<file path="src/rtl/pmod_i2c_arbiter.sv">
// pmod_i2c_arbiter: shares one bit-level I2C command engine between NREQ
// requesters. A grant covers a whole START..STOP transaction. A stalled or
// vanished requester is recovered by a forced STOP.
//
// Build option: define PMOD_I2C_ARB_PRIORITY_EN to make IDLE arbitration
// fixed priority (lowest index wins) instead of round-robin.
module pmod_i2c_arbiter #(
    parameter int NREQ           = 2,
    parameter int TIMEOUT_CYCLES = 65535
) (
    input  logic                clk,
    input  logic                rst,
    input  logic [NREQ-1:0]     req_i,
    output logic [NREQ-1:0]     gnt_o,
    input  logic [2*NREQ-1:0]   cmd_i,
    input  logic [NREQ-1:0]     stb_i,
    input  logic [8*NREQ-1:0]   data_i,
    input  logic [NREQ-1:0]     ack_i,
    output logic [NREQ-1:0]     ready_o,
    output logic [7:0]          rdata_o,
    output logic                rack_o,
    output logic                err_o,
    output logic [1:0]          m_cmd,
    output logic                m_stb,
    output logic [7:0]          m_data,
    output logic                m_ack,
    input  logic                m_ready,
    input  logic [7:0]          m_rdata,
    input  logic                m_rack,
    input  logic                m_err,
    output logic                busy_o,
    output logic                timeout_o
);

    localparam int IW = (NREQ > 1) ? $clog2(NREQ) : 1;
    localparam int WW = $clog2(TIMEOUT_CYCLES + 1);
    localparam logic [WW-1:0] WD_LAST = WW'(TIMEOUT_CYCLES - 1);
    localparam logic [1:0]    CMD_STOP = 2'b01;

    typedef enum logic [1:0] {
        S_IDLE,
        S_ACTIVE,
        S_RELEASE,
        S_ABORT
    } state_t;

    // Command as presented to the engine.
    typedef struct packed {
        logic [1:0] cmd;
        logic [7:0] data;
        logic       ack;
    } fwd_t;

    state_t          state_q, state_d;
    logic [NREQ-1:0] gnt_q, gnt_d;
    logic [IW-1:0]   owner_q, owner_d;
    logic [IW-1:0]   ptr_q, ptr_d;
    logic [WW-1:0]   wdog_q, wdog_d;
    fwd_t            fwd_q, fwd_d;
    logic            m_stb_q, m_stb_d;
    logic            timeout_q, timeout_d;
    logic            to_cause_q, to_cause_d;
    logic            rel_low_q, rel_low_d;

    logic [1:0]      cmd_a  [NREQ];
    logic [7:0]      data_a [NREQ];
    logic [IW-1:0]   rr_start;
    logic [IW-1:0]   win;
    logic [IW-1:0]   owner_nxt;
    logic            accept;

    // Unpack the flat per-requester buses so the owner can index them.
    for (genvar g = 0; g < NREQ; g++) begin : g_unpack
        assign cmd_a[g]  = cmd_i[2*g +: 2];
        assign data_a[g] = data_i[8*g +: 8];
    end

`ifdef PMOD_I2C_ARB_PRIORITY_EN
    assign rr_start = '0;
`else
    assign rr_start = ptr_q;
`endif

    // First requesting index at or after start, wrapping around.
    function automatic logic [IW-1:0] pick(input logic [NREQ-1:0] req,
                                           input logic [IW-1:0]   start);
        logic [IW-1:0] idx;
        logic [IW-1:0] j;
        logic          found;
        idx   = '0;
        found = 1'b0;
        for (int k = 0; k < NREQ; k++) begin
            j = IW'((int'(start) + k) % NREQ);
            if (!found && req[j]) begin
                found = 1'b1;
                idx   = j;
            end
        end
        return idx;
    endfunction

    assign win       = pick(req_i, rr_start);
    assign owner_nxt = (owner_q == IW'(NREQ - 1)) ? '0 : owner_q + IW'(1);

    // Only the owner sees ready, and only while no forwarded strobe is in flight.
    assign ready_o = (state_q == S_ACTIVE && m_ready && !m_stb_q) ? gnt_q : '0;
    assign accept  = stb_i[owner_q] & ready_o[owner_q];

    // Next-state, grant, watchdog and forwarding decisions.
    always_comb begin
        state_d    = state_q;
        gnt_d      = gnt_q;
        owner_d    = owner_q;
        ptr_d      = ptr_q;
        wdog_d     = wdog_q;
        fwd_d      = fwd_q;
        m_stb_d    = 1'b0;
        timeout_d  = 1'b0;
        to_cause_d = to_cause_q;
        rel_low_d  = rel_low_q;
        case (state_q)
            S_IDLE: begin
                if (m_ready && |req_i) begin
                    gnt_d      = '0;
                    gnt_d[win] = 1'b1;
                    owner_d    = win;
                    wdog_d     = '0;
                    state_d    = S_ACTIVE;
                end
            end
            S_ACTIVE: begin
                if (accept) begin
                    fwd_d.cmd  = cmd_a[owner_q];
                    fwd_d.data = data_a[owner_q];
                    fwd_d.ack  = ack_i[owner_q];
                    m_stb_d    = 1'b1;
                    wdog_d     = '0;
                    if (cmd_a[owner_q] == CMD_STOP) begin
                        state_d   = S_RELEASE;
                        rel_low_d = 1'b0;
                    end else if (!req_i[owner_q]) begin
                        state_d    = S_ABORT;
                        gnt_d      = '0;
                        to_cause_d = 1'b0;
                    end
                end else if (!req_i[owner_q]) begin
                    state_d    = S_ABORT;
                    gnt_d      = '0;
                    to_cause_d = 1'b0;
                end else if (m_ready) begin
                    if (wdog_q == WD_LAST) begin
                        state_d    = S_ABORT;
                        gnt_d      = '0;
                        to_cause_d = 1'b1;
                    end else begin
                        wdog_d = wdog_q + 1'b1;
                    end
                end
            end
            S_ABORT: begin
                // Wait out any strobe still in flight before the forced STOP.
                if (m_ready && !m_stb_q) begin
                    fwd_d.cmd = CMD_STOP;
                    m_stb_d   = 1'b1;
                    timeout_d = to_cause_q;
                    rel_low_d = 1'b0;
                    state_d   = S_RELEASE;
                end
            end
            S_RELEASE: begin
                // STOP done once the engine has gone busy and come back.
                if (!m_ready) begin
                    rel_low_d = 1'b1;
                end else if (rel_low_q) begin
                    gnt_d   = '0;
                    ptr_d   = owner_nxt;
                    state_d = S_IDLE;
                end
            end
            default: state_d = S_IDLE;
        endcase
    end

    // State registers; reset drops any transaction without a STOP.
    always_ff @(posedge clk or posedge rst) begin
        if (rst) begin
            state_q    <= S_IDLE;
            gnt_q      <= '0;
            owner_q    <= '0;
            ptr_q      <= '0;
            wdog_q     <= '0;
            fwd_q      <= '{cmd: 2'b00, data: 8'h00, ack: 1'b1};
            m_stb_q    <= 1'b0;
            timeout_q  <= 1'b0;
            to_cause_q <= 1'b0;
            rel_low_q  <= 1'b0;
        end else begin
            state_q    <= state_d;
            gnt_q      <= gnt_d;
            owner_q    <= owner_d;
            ptr_q      <= ptr_d;
            wdog_q     <= wdog_d;
            fwd_q      <= fwd_d;
            m_stb_q    <= m_stb_d;
            timeout_q  <= timeout_d;
            to_cause_q <= to_cause_d;
            rel_low_q  <= rel_low_d;
        end
    end

    assign gnt_o     = gnt_q;
    assign m_cmd     = fwd_q.cmd;
    assign m_data    = fwd_q.data;
    assign m_ack     = fwd_q.ack;
    assign m_stb     = m_stb_q;
    assign timeout_o = timeout_q;
    assign busy_o    = (state_q != S_IDLE);
    assign rdata_o   = m_rdata;
    assign rack_o    = m_rack;
    assign err_o     = m_err;

endmodule

</file>
<file path="config.mk">
export PLATFORM = sky130hd
export DESIGN_NAME = pmod_i2c_arbiter
export DESIGN_NICKNAME = d
export VERILOG_FILES = /design/src/rtl/pmod_i2c_arbiter.sv
export SDC_FILE = /design/constraint.sdc
export NUM_CORES = 1
export LEC_CHECK = 0
export CORE_UTILIZATION = 50
export DETAILED_ROUTE_END_ITERATION = 7
export GPL_TIMING_DRIVEN = 0
export PLACE_DENSITY = 0.85
export SYNTH_ARGS = -nofsm -noshare
export SYNTH_HDL_FRONTEND = slang
export SYNTH_SLANG_ARGS = --single-unit
</file>
<file path="constraint.sdc">
create_clock -name clk -period 5.4 [get_ports clk]
set_input_delay 1.35 -clock clk [delete_from_list [all_inputs] [get_ports clk]]
set_output_delay 1.35 -clock clk [all_outputs]
set_load 0.01 [all_outputs]
</file>
# [Word-level counts from Yosys, hierarchy flattened]
# Cells that the tools add are included.
[totals] inputBits=39 ff_bits=37 out_inout_bits=28 word_cells=142
[op_classes] n_reduce_logical=24 bitwise=2 eq_ne=26 add_sub_neg=3 n_mux=69 magnitude_cmp=6
[op_table] operator="2-to-1 mux 16 bit" n=5
[op_table] operator="2-to-1 mux 2 bit" n=22
[op_table] operator="one-hot mux 16 bit (2 select lines)" n=1
[op_table] operator="2-to-1 mux 1 bit" n=31
[op_table] operator="2-to-1 mux 8 bit" n=3
[op_table] operator="!= test 2 bit, second input constant" n=9
[op_table] operator="adder 16 x 1 -> 16 bit, second input constant" n=1
[op_table] operator="equality test 16 bit, second input constant" n=1
[op_table] operator="!= test 3 bit, second input constant" n=5
[op_table] operator="AND reduction 5 bit" n=3
[op_table] operator="2-to-1 mux 11 bit" n=1
[op_table] operator="less-than comparator 1 x 2 -> 1 bit, second input constant" n=4
[op_table] operator="!= test 4 bit, second input constant" n=2
[op_table] operator="one-hot mux 2 bit (4 select lines)" n=1
[op_table] operator="AND reduction 8 bit" n=1
[op_table] operator="AND reduction 7 bit" n=1
[op_table] operator="logical AND 1 bit" n=6
[op_table] operator="!= test 3 x 2 -> 1 bit, second input constant" n=2
[op_table] operator="one-hot mux 2 bit (3 select lines)" n=1
[op_table] operator="AND reduction 3 bit" n=2
[op_table] operator="nonzero test 2 bit" n=3
[op_table] operator="nonzero test 3 bit" n=2
[op_table] operator="equality test 2 x 1 -> 1 bit, second input constant" n=2
[op_table] operator="equality test 2 bit, second input constant" n=2
[op_table] operator="other kinds (15)" n=19

# [Longest topological paths before layout]
# Gate-level depths: netlist (run 1).
[depth] word_depth=12 mapped_depth=7 depth_no_buf=7

# [Least setup slack after synthesis (run 1)]
# No wires, ideal clock.
[synth_path] path_kind="input to output" from="input port m_ready" to="output port ready_o[0]" t_arrival_ns=1.951 setup_slack_ns=2.099 stages=4 required_ns=4.050 n_path_buf=1 path_cell_list="buf_2 -> inv_1 -> nor2_1 -> and3_1"
[synth_via] elab_chain_cells=3
[synth_rtl] item="from (decl)" line_no="27" rtl="input logic m_ready,"
[synth_rtl] item="logical AND 1 bit (2 in series)" line_no="106" rtl="assign ready_o = (state_q == S_ACTIVE && m_ready && !m_stb_q) ? gnt_q : '0;"
[synth_rtl] item="2-to-1 mux 2 bit" line_no="106"
[synth_rtl] item="to (decl)" line_no="19" rtl="output logic [NREQ-1:0] ready_o,"
# No other way between the ends.

# [Worst setup path after layout (run 1)]
# Same ends and word-level chain as after synthesis.

==> results of run 1 <==
-- power by group through the flow --
stage / Sequential [uW] / Clock [uW] / Combinational, uW
after floorplan: 436 / 0 / 426
after global placement: 418 / 0 / 686
after detailed placement: 420 / 0 / 696
after CTS: 416 / 293 / 700
after global routing: 428 / 305 / 774
final: 416 / 291 / 706
-- registers in the layout, indices dropped and copies added (netlist names), 2 cells and up --
register  flops
m_cmd         2
wdog_q       16
gnt_o         2
m_data        8
state_q       2
-- tightest hold or removal path, cell delays in order, from the launching register on --
cell,delay (ps)
dfrtp_1,350
nand2_1,50
o21ai_0,70
-- per-layer routing --
layer  global-route usage  vias up
met2                0.406      145
met4               0.0867        0
li1                     -     1075
met5                    0        -
met3               0.0633       17
met1                0.346     1052
-- cell usage in the layout (no fill, tap or decap), types with 5 or more instances in the layout --
master,instances
clkdlybuf4s50_1,55
dfrtp_1,36
nand2_1,22
nor2_1,21
o21ai_0,16
nand3_1,15
a21oi_1,13
mux2i_1,12
buf_4,12
inv_1,10
clkbuf_1,7
nand4_1,6
ha_1,6
a21o_1,5
o31ai_1,5
a22o_1,5
clkbuf_8,5
-- cell families (layout without fill, tap and decap cells) --
kind of cell,after synthesis,in the layout
buffers and inverters,33,96
AO/OA/AOI/OAI,68,68
AND/OR/NAND/NOR,99,99
flip-flops,37,37
adder cells (fa/ha/maj),6,6
multiplexers,17,17
-- area by class of cell --
type / count / area (sq um) / share of cell area
Timing Repair Buffer: 55 / 551 / 0.175
Clock buffer: 5 / 68.8 / 0.0219
Multi-Input combinational cell: 190 / 1290 / 0.411
Sequential cell: 37 / 927 / 0.294
Tap cell: 52 / 65.1 / 0.0207
Clock inverter: 3 / 65.1 / 0.0207
Inverter: 11 / 41.3 / 0.0131
Buffer: 22 / 138 / 0.0437
-- worst max path at each step --
stage                       start    endpoint  slack, ps  cells after the start
after floorplan           m_ready  ready_o[0]       2100                      4
after global placement    m_ready  ready_o[0]       1440                      5
after detailed placement  m_ready  ready_o[0]       1420                      5
after CTS                 m_ready  ready_o[0]       1410                      5
final                     m_ready  ready_o[0]       1390                      5
after global routing      m_ready  ready_o[0]       1260                      5
-- metrics by stage --
| step | cell area, sq um | utilization | setup WS (ps) | hold WS, ps |
|---|---|---|---|---|
| after floorplan | 2400 | - | 2100 | 444 |
| after global placement | 3020 | 0.674 | 1440 | 469 |
| after detailed placement | 3020 | 0.674 | 1420 | 486 |
| after CTS | 3150 | 0.704 | 1410 | 504 |
| after global routing | 3150 | 0.704 | 1260 | 525 |
| final | 3150 | 0.704 | 1390 | 503 |
==> results.py, run 1 <==
metrics = {
    "final_layout": {
        "area_delta_synth_final_pct": 31.2,
        "final_nets": 367,
        "final-instance-count-excl-fill": 375,
        "layout_fillers": 328,
        "post_route_cells_drive_above_1_share": 0.108,
        "antennaDiodeCount": 0,
    },
    "pwr": {
        "seq_power_share": 0.294,
        "combinationalPowerShare": 0.499,
        "power_leakage_uw": 0.00135,
        "cell_internal_pwr_uw": 870,
        "power_switching_share": 0.384,
        "areal_power_density_over_the_cells_nw_per_um2": 449,
        "irDropWorstVdd_v": 0.000275,
        "total_power_uw": 1410,
        "clockPowerShare": 0.206,
        "power.net_switching_uw": 543,
    },
    "sta": {
        "timing_worst_slew_pin_value_ps": 879,
        "period_minus_slack_ps": 4010,
        "timing.final.hold_violations": 0,
        "worst_clock_skew_ps": 10.3,
        "final.setup.tns_ps": 0,
        "max-slew-margin-rel": 0.412,
        "maxClockFrequency_mhz": 249,
        "rsz_0062_raised_after_global_routing": "false",
        "setup_violations": 0,
        "timing.final.crit_share": 0.743,
        "number_of_max_slew_violations_in_the_final_report": 0,
    },
    "worst_setup_path": {
        "endpoint_kind": "output port",
        "category_of_the_most_critical_setup_path": "primary input to output port",
        "rrSetupSlack_ps": 2950,
        "crit_arrival_ps": 2660,
        "worst_r2r_startpoint": "state_q[1]",
        "critical_path.slowest_cell": "clkdlybuf4s50_1",
        "reg2regPathDepth": 6,
        "cp.buffers_inverters": 3,
        "cp_top_family": "buffers and inverters",
        "sequence_of_cells_on_the_critical_path": "buf_2 > inv_1 > nor2_1 > and3_1 > clkdlybuf4s50_1",
        "max_stage_delay_ps": 530,
        "worstPathRequired_ps": 4050,
        "start_kind": "primary input",
        "critical_path_peak_fanout": 8,
        "rr_endpoint": "wdog_q[14]",
    },
    "routing": {
        "drt_pass1_iterations": 7,
        "num_vias": 2289,
        "amount_of_wire_on_met2_after_detailed_routing_mm": 2.83,
        "routedLengthMet1_mm": 2.59,
        "wl_met3_microns": 519,
        "drc_errors": 1,
        "avgRoutedWirePerCell_microns": 16.1,
        "routed_via_density": 6.10,
        "highest_layer": "met4",
        "postRouteWirelength_mm": 6.05,
        "drt-initial-drc-count": 201,
        "ant_nets": 0,
    },
    "placed_design": {
        "hpwlAfterDp_mm": 4.40,
        "weighted_congestion_reported_at_the_end_of_routability_driven_placement": 0.917,
        "post-place-cells": 367,
        "portBuffers": 55,
    },
    "clock_tree": {
        "clkSlewWorstSetupHoldPaths_ps": 80,
        "cts.root.buffer_cell": "clkbuf_8",
        "number_of_hold_buffers_added_after_cts": 0,
        "post_cts_resized": 0,
        "cts_max_path_buffers": 2,
        "tritoncts_num_sinks": 37,
        "cts-buffers-inserted": 5,
        "postCtsSetupRepairBufs": 0,
        "h-tree-depth": 2,
        "clock_latency_at_the_later_pin_of_the_worst_skew_pair_ps": 300,
        "cts_tree": "done",
    },
    "run_status": {
        "failed_checks": "design-rule violations",
        "status": "finished, violations left",
    },
    "logic_synthesis": {
        "synth_top_family_by_area": "simple AND/OR/NAND/NOR gates",
        "xor_xnor_share_of_the_synthesized_area": 0,
        "async_flop_share": 1.00,
        "synth_area_per_cell_sq_um": 9.23,
        "synth_flop_cell": "dfrtp_1",
        "synth_adder_area_share": 0.0313,
        "synth_edf_count": 0,
        "syn_area_sq_um": 2400,
        "yosys.area.top_type_share": 0.375,
        "synth_sequential_area_ratio": 0.386,
        "yosysWarningCount": 0,
        "ys_ff_latch": 37,
        "largest_cells_by_area_after_synthesis": "dfrtp_1 38%, mux2i_1 5.0%, buf_4 3.8%",
        "post_synth_and_or_nand_nor_area_fraction": 0.224,
        "synth.mux.area_fraction": 0.0751,
        "post_synth_inst_count": 260,
        "compound_cell_area_share_of_the_yosys_netlist": 0.209,
        "synthDistinctLibCells": 55,
        "yosys_top_cell_by_area": "dfrtp_1",
        "post-synth-top-count-cell": "dfrtp_1",
        "syn_nets": 305,
        "synth_top_cells_by_count": "36 x dfrtp_1, 22 x nand2_1, 21 x nor2_1",
    },
    "global_routing": {
        "antenna_violations_before_repair": 0,
        "pin_count_of_the_biggest_net_entering_global_routing": 38,
        "grt.total_usage": 0.257,
        "grt_overflow": 0,
        "grt_first_pass_wirelength_mm": 10.2,
        "first_global_vias": 2197,
    },
    "floorplanning": {
        "io_pins": 67,
        "die_w_microns": 71.3,
        "core_region_area_sq_um": 4470,
        "initial_cell_density_of_the_core": 0.536,
        "rows": 24,
        "die_height_microns": 71.3,
        "area_of_the_die_sq_um": 5080,
    },
    "min_path": {
        "min_delay_path_class": "flip-flop to flip-flop",
        "whs_endpoint": "ptr_q",
        "hold_path_depth": 2,
        "hp-start": "ptr_q",
    },
    "job": {
        "timing.max_cap.violations": 0,
    },
}
(Power assumes the default switching activity.)
==> run 2: changes to the inputs <==
--- a/config.mk
+++ b/config.mk
@@ -5,10 +5,10 @@
 export SDC_FILE = /design/constraint.sdc
 export NUM_CORES = 1
 export LEC_CHECK = 0
-export CORE_UTILIZATION = 50
+export CORE_UTILIZATION = 44
 export DETAILED_ROUTE_END_ITERATION = 7
 export GPL_TIMING_DRIVEN = 0
-export PLACE_DENSITY = 0.85
+export PLACE_DENSITY = 0.79
 export SYNTH_ARGS = -nofsm -noshare
 export SYNTH_HDL_FRONTEND = slang
 export SYNTH_SLANG_ARGS = --single-unit
==> constraint.sdc (replaced) <==
create_clock -name clk -period 3.5 [get_ports clk]
set_input_delay 0.875 -clock clk [delete_from_list [all_inputs] [get_ports clk]]
set_output_delay 0.875 -clock clk [all_outputs]
set_load 0.01 [all_outputs]
==> results.py, run 2 (synthesized netlist as in run 1, its figures left out) <==
metrics = {
    "run_status": {
        "status": "complete, no violations",
    },
    "global_routing": {
        "first_global_vias": 2107,
        "antenna_violations_before_repair": 0,
        "pin_count_of_the_biggest_net_entering_global_routing": 38,
        "grt_overflow": 0,
        "grt_first_pass_wirelength_mm": 9.72,
        "grt.total_usage": 0.225,
    },
    "clock_tree": {
        "cts_tree": "done",
        "post_cts_resized": 0,
        "clock_latency_at_the_later_pin_of_the_worst_skew_pair_ps": 300,
        "cts_max_path_buffers": 2,
        "number_of_hold_buffers_added_after_cts": 0,
        "tritoncts_num_sinks": 37,
        "clkSlewWorstSetupHoldPaths_ps": 70,
        "h-tree-depth": 2,
        "cts.root.buffer_cell": "clkbuf_8",
        "cts-buffers-inserted": 5,
        "postCtsSetupRepairBufs": 0,
    },
    "routing": {
        "avgRoutedWirePerCell_microns": 15.1,
        "ant_nets": 0,
        "num_vias": 2230,
        "drt_pass1_iterations": 4,
        "routed_via_density": 5.67,
        "drt-initial-drc-count": 231,
        "postRouteWirelength_mm": 5.94,
        "drc_errors": 0,
    },
    "final_layout": {
        "final-instance-count-excl-fill": 393,
        "largest_register": "wdog_q",
        "layout.cell_area.non_filler_sq_um": 3120,
        "layout_fillers": 444,
        "finalCoreUtilization": 0.603,
        "layout.cells.most_common": "clkdlybuf4s50_1",
        "post_route_cells_drive_above_1_share": 0.105,
        "area_delta_synth_final_pct": 30.0,
        "layout.cells.most_common_list": "55 x clkdlybuf4s50_1, 36 x dfrtp_1, 22 x nand2_1",
        "largest_reg_flops": 16,
        "antennaDiodeCount": 0,
        "final_nets": 367,
    },
    "worst_setup_path": {
        "critical_path_peak_fanout": 10,
        "worstPathRequired_ps": 2620,
        "max_stage_delay_ps": 530,
        "critical_path.slowest_cell": "clkdlybuf4s50_1",
        "category_of_the_most_critical_setup_path": "flip-flop to output port",
        "crit_arrival_ps": 2290,
        "sequence_of_cells_on_the_critical_path": "inv_1 > ha_1 > clkbuf_1 > and3_1 > clkdlybuf4s50_1",
        "start_kind": "flip-flop",
        "endpoint_kind": "output port",
    },
    "pwr": {
        "power_leakage_uw": 0.00133,
        "total_power_uw": 2030,
        "irDropWorstVdd_v": 0.000358,
        "areal_power_density_over_the_cells_nw_per_um2": 650,
    },
    "placed_design": {
        "dpl_cell_area_sq_um": 3040,
        "portBuffers": 55,
        "weighted_congestion_reported_at_the_end_of_routability_driven_placement": 0.900,
        "hpwlAfterDp_mm": 4.33,
        "post-place-cells": 385,
    },
    "floorplanning": {
        "area_of_the_die_sq_um": 5750,
        "core_region_area_sq_um": 5170,
        "die_w_microns": 75.9,
        "die_height_microns": 75.9,
        "io_pins": 67,
        "initial_cell_density_of_the_core": 0.464,
        "rows": 26,
    },
    "sta": {
        "timing.final.crit_share": 0.905,
        "setup_violations": 0,
        "number_of_max_slew_violations_in_the_final_report": 0,
        "worst_clock_skew_ps": 12.1,
        "rsz_0062_raised_after_global_routing": "false",
        "maxClockFrequency_mhz": 316,
        "period_minus_slack_ps": 3170,
        "timing_worst_slew_pin_value_ps": 892,
        "max-slew-margin-rel": 0.403,
        "timing.final.hold_violations": 0,
        "final.setup.tns_ps": 0,
    },
    "job": {
        "timing.max_cap.violations": 0,
    },
    "min_path": {
        "min_delay_path_class": "flip-flop to flip-flop",
    },
}
==> run 2: final cells by class <==
class | count | area [sq um] | area share
Inverter | 11 | 41.3 | 0.0132
Timing Repair Buffer | 55 | 551 | 0.176
Clock buffer | 6 | 72.6 | 0.0233
Clock inverter | 2 | 10.0 | 0.00321
Multi-Input combinational cell | 190 | 1290 | 0.415
Tap cell | 70 | 87.6 | 0.0281
Buffer | 22 | 138 | 0.0441
Sequential cell | 37 | 927 | 0.297
==> run 2: path summary, 6_finish.rpt <==
| kind | cells past startpoint | to | from | slack [ps] |
|---|---|---|---|---|
| setup reg to reg | 6 | state_q[0] | state_q[1] | 1090 |
| max in group asynchronous | 2 | wdog_q[15] | rst | 1970 |
| min in group asynchronous | 2 | wdog_q[7] | rst | 1040 |
| hold reg to reg | 2 | ptr_q | ptr_q | 500 |
| hold / removal | 2 | ptr_q | ptr_q | 500 |
| setup / recovery | 5 | ready_o[0] | state_q[1] | 330 |
==> run 2: critical path, delay by kind of cell (launching register included) <==
family	cells	cell delay [ps]
fa+ha+maj	1	320
buf+inv	3	1050
simple gates	1	230
flops	1	410
==> run 2: where the power goes <==
part           internal (uW)  switching, uW
clock network            138            155
logic                    505            589
registers                555           88.1
total                   1200            831
==> run 2: metrics by stage <==
step	hold slack, ps	setup WS [ps]
after global placement	474	410
after floorplan	444	1090
final	496	331
after global routing	519	244
after detailed placement	480	442
after CTS	497	338
==> run 2: routing by layer <==
layer	routed length, microns	vias to the layer above	share of wire	global-route usage
met5	0	-	0	0
met2	2800	113	0.47	0.374
met3	518	8	0.087	0.0608
met4	91	0	0.015	0.0905
met1	2530	1033	0.43	0.276
li1	-	1076	-	-
==> run 3: changes to the inputs <==
--- a/config.mk
+++ b/config.mk
@@ -9,6 +9,7 @@
 export DETAILED_ROUTE_END_ITERATION = 7
 export GPL_TIMING_DRIVEN = 0
 export PLACE_DENSITY = 0.79
+export SLEW_MARGIN = 20
 export SYNTH_ARGS = -nofsm -noshare
 export SYNTH_HDL_FRONTEND = slang
 export SYNTH_SLANG_ARGS = --single-unit
==> results.py, run 3 (synthesized netlist as in run 1, its figures left out) <==
metrics = {
    "sta": {
        "final.setup.tns_ps": 0,
        "worst_clock_skew_ps": 11.3,
        "max-slew-margin-rel": 0.425,
        "timing.final.hold_violations": 0,
        "timing_worst_slew_pin_value_ps": 859,
        "rsz_0062_raised_after_global_routing": "false",
        "maxClockFrequency_mhz": 320,
        "setup_violations": 0,
        "period_minus_slack_ps": 3120,
        "number_of_max_slew_violations_in_the_final_report": 0,
        "timing.final.crit_share": 0.892,
    },
    "final_layout": {
        "layout.cells.most_common": "clkdlybuf4s50_1",
        "layout_fillers": 428,
        "final_nets": 368,
        "largest_register": "wdog_q",
        "multi_input_area_sq_um": 1290,
        "layout.cells.most_common_list": "55 x clkdlybuf4s50_1, 36 x dfrtp_1, 22 x nand2_1",
        "area_delta_synth_final_pct": 32.4,
        "antennaDiodeCount": 0,
        "post_route_cells_drive_above_1_share": 0.111,
        "final-seq-area_sq_um": 927,
        "largest_reg_flops": 16,
    },
    "worst_setup_path": {
        "critical_path_peak_fanout": 10,
        "critical_path.slowest_cell": "clkdlybuf4s50_1",
        "sequence_of_cells_on_the_critical_path": "inv_1 > ha_1 > clkbuf_1 > and3_1 > clkdlybuf4s50_1",
        "crit_arrival_ps": 2250,
        "category_of_the_most_critical_setup_path": "flip-flop to output port",
        "worstPathRequired_ps": 2620,
        "critical_path_cell_count": 5,
        "max_stage_delay_ps": 530,
        "cp_top_family": "buffers and inverters",
        "cp.buffers_inverters": 3,
        "start_kind": "flip-flop",
        "endpoint_kind": "output port",
        "reg2regPathDepth": 6,
    },
    "min_path": {
        "min_delay_path_class": "flip-flop to flip-flop",
        "hold_path_depth": 2,
    },
    "clock_tree": {
        "tritoncts_num_sinks": 37,
        "cts_max_path_buffers": 2,
        "cts.root.buffer_cell": "clkbuf_8",
        "post_cts_resized": 0,
        "clock_latency_at_the_later_pin_of_the_worst_skew_pair_ps": 290,
        "clkSlewWorstSetupHoldPaths_ps": 80,
        "postCtsSetupRepairBufs": 0,
        "h-tree-depth": 2,
        "cts-buffers-inserted": 5,
        "number_of_hold_buffers_added_after_cts": 0,
        "cts_tree": "done",
    },
    "pwr": {
        "areal_power_density_over_the_cells_nw_per_um2": 668,
        "total_power_uw": 2120,
        "irDropWorstVdd_v": 0.000369,
        "power_leakage_uw": 0.00135,
    },
    "floorplanning": {
        "initial_cell_density_of_the_core": 0.464,
        "io_pins": 67,
        "die_w_microns": 75.9,
        "die_height_microns": 75.9,
        "area_of_the_die_sq_um": 5750,
        "core_region_area_sq_um": 5170,
        "rows": 26,
    },
    "global_routing": {
        "grt_overflow": 0,
        "grt_first_pass_wirelength_mm": 9.87,
        "antenna_violations_before_repair": 0,
        "first_global_vias": 2158,
        "grt.total_usage": 0.226,
        "pin_count_of_the_biggest_net_entering_global_routing": 34,
    },
    "placed_design": {
        "hpwlAfterDp_mm": 4.41,
        "weighted_congestion_reported_at_the_end_of_routability_driven_placement": 0.900,
        "portBuffers": 55,
    },
    "routing": {
        "postRouteWirelength_mm": 5.86,
        "drc_errors": 0,
        "num_vias": 2227,
        "routed_via_density": 5.65,
        "drt_pass1_iterations": 4,
        "drt-initial-drc-count": 137,
        "avgRoutedWirePerCell_microns": 14.9,
        "ant_nets": 0,
    },
    "job": {
        "timing.max_cap.violations": 0,
    },
    "run_status": {
        "status": "complete, no violations",
    },
}
==> run 3: changes by cell type in the layout (fill, tap and decap cells not counted), sizes merged <==
cell and change:
buf +1, clkinvlp +1, bufinv +1, clkinv -2
==> run 3: power breakdown <==
group,internal (uW),switching [uW],total (uW)
clock,232,155,387
combinational,508,584,1090
sequential,555,89.9,645
==> run 3: path summary, 6_finish.rpt <==
check,start,to,slack (ps)
max,state_q[1],ready_o[0],380
min,ptr_q,ptr_q,500
max reg2reg,state_q[1],state_q[0],1130
min reg2reg,ptr_q,ptr_q,500
max in group asynchronous,rst,m_ack,2240
min in group asynchronous,rst,wdog_q[7],780
==> run 3: worst reg2reg max path: stages, from the launching register on <==
cell	delay, ps
dfrtp_1	410
inv_1	100
ha_1	310
inv_1	200
nor2_1	700
a2111oi_4	180
mux2_1	350
==> run 3: per-stage QoR <==
stage / std cells / setup slack (ps) / util / instance area (sq um) / hold WS (ps)
floorplan: 260 / 1090 / - / 2400 / 444
global placement: 385 / 410 / 0.587 / 3040 / 474
detailed placement: 386 / 425 / 0.591 / 3060 / 473
CTS: 394 / 372 / 0.614 / 3180 / 489
global route: 394 / 242 / 0.614 / 3180 / 527
finish: 394 / 379 / 0.614 / 3180 / 497
==> run 3: layer usage <==
layer	global-route usage	vias to the layer above	part of all wire
met5	0	-	0
li1	-	1081	-
met3	0.0701	0	0.074
met2	0.377	94	0.48
met1	0.284	1052	0.44
met4	0.0576	0	0
==> run 3: cell type report <==
type                    instances  area share
repair buffers                 56       0.180
clock inverters                 2      0.0118
clock buffers                   6      0.0260
inverters                      11      0.0130
plain buffers                  22      0.0433
well taps                      70      0.0276
flip-flops and latches         37       0.292
multi-input cells             190       0.407
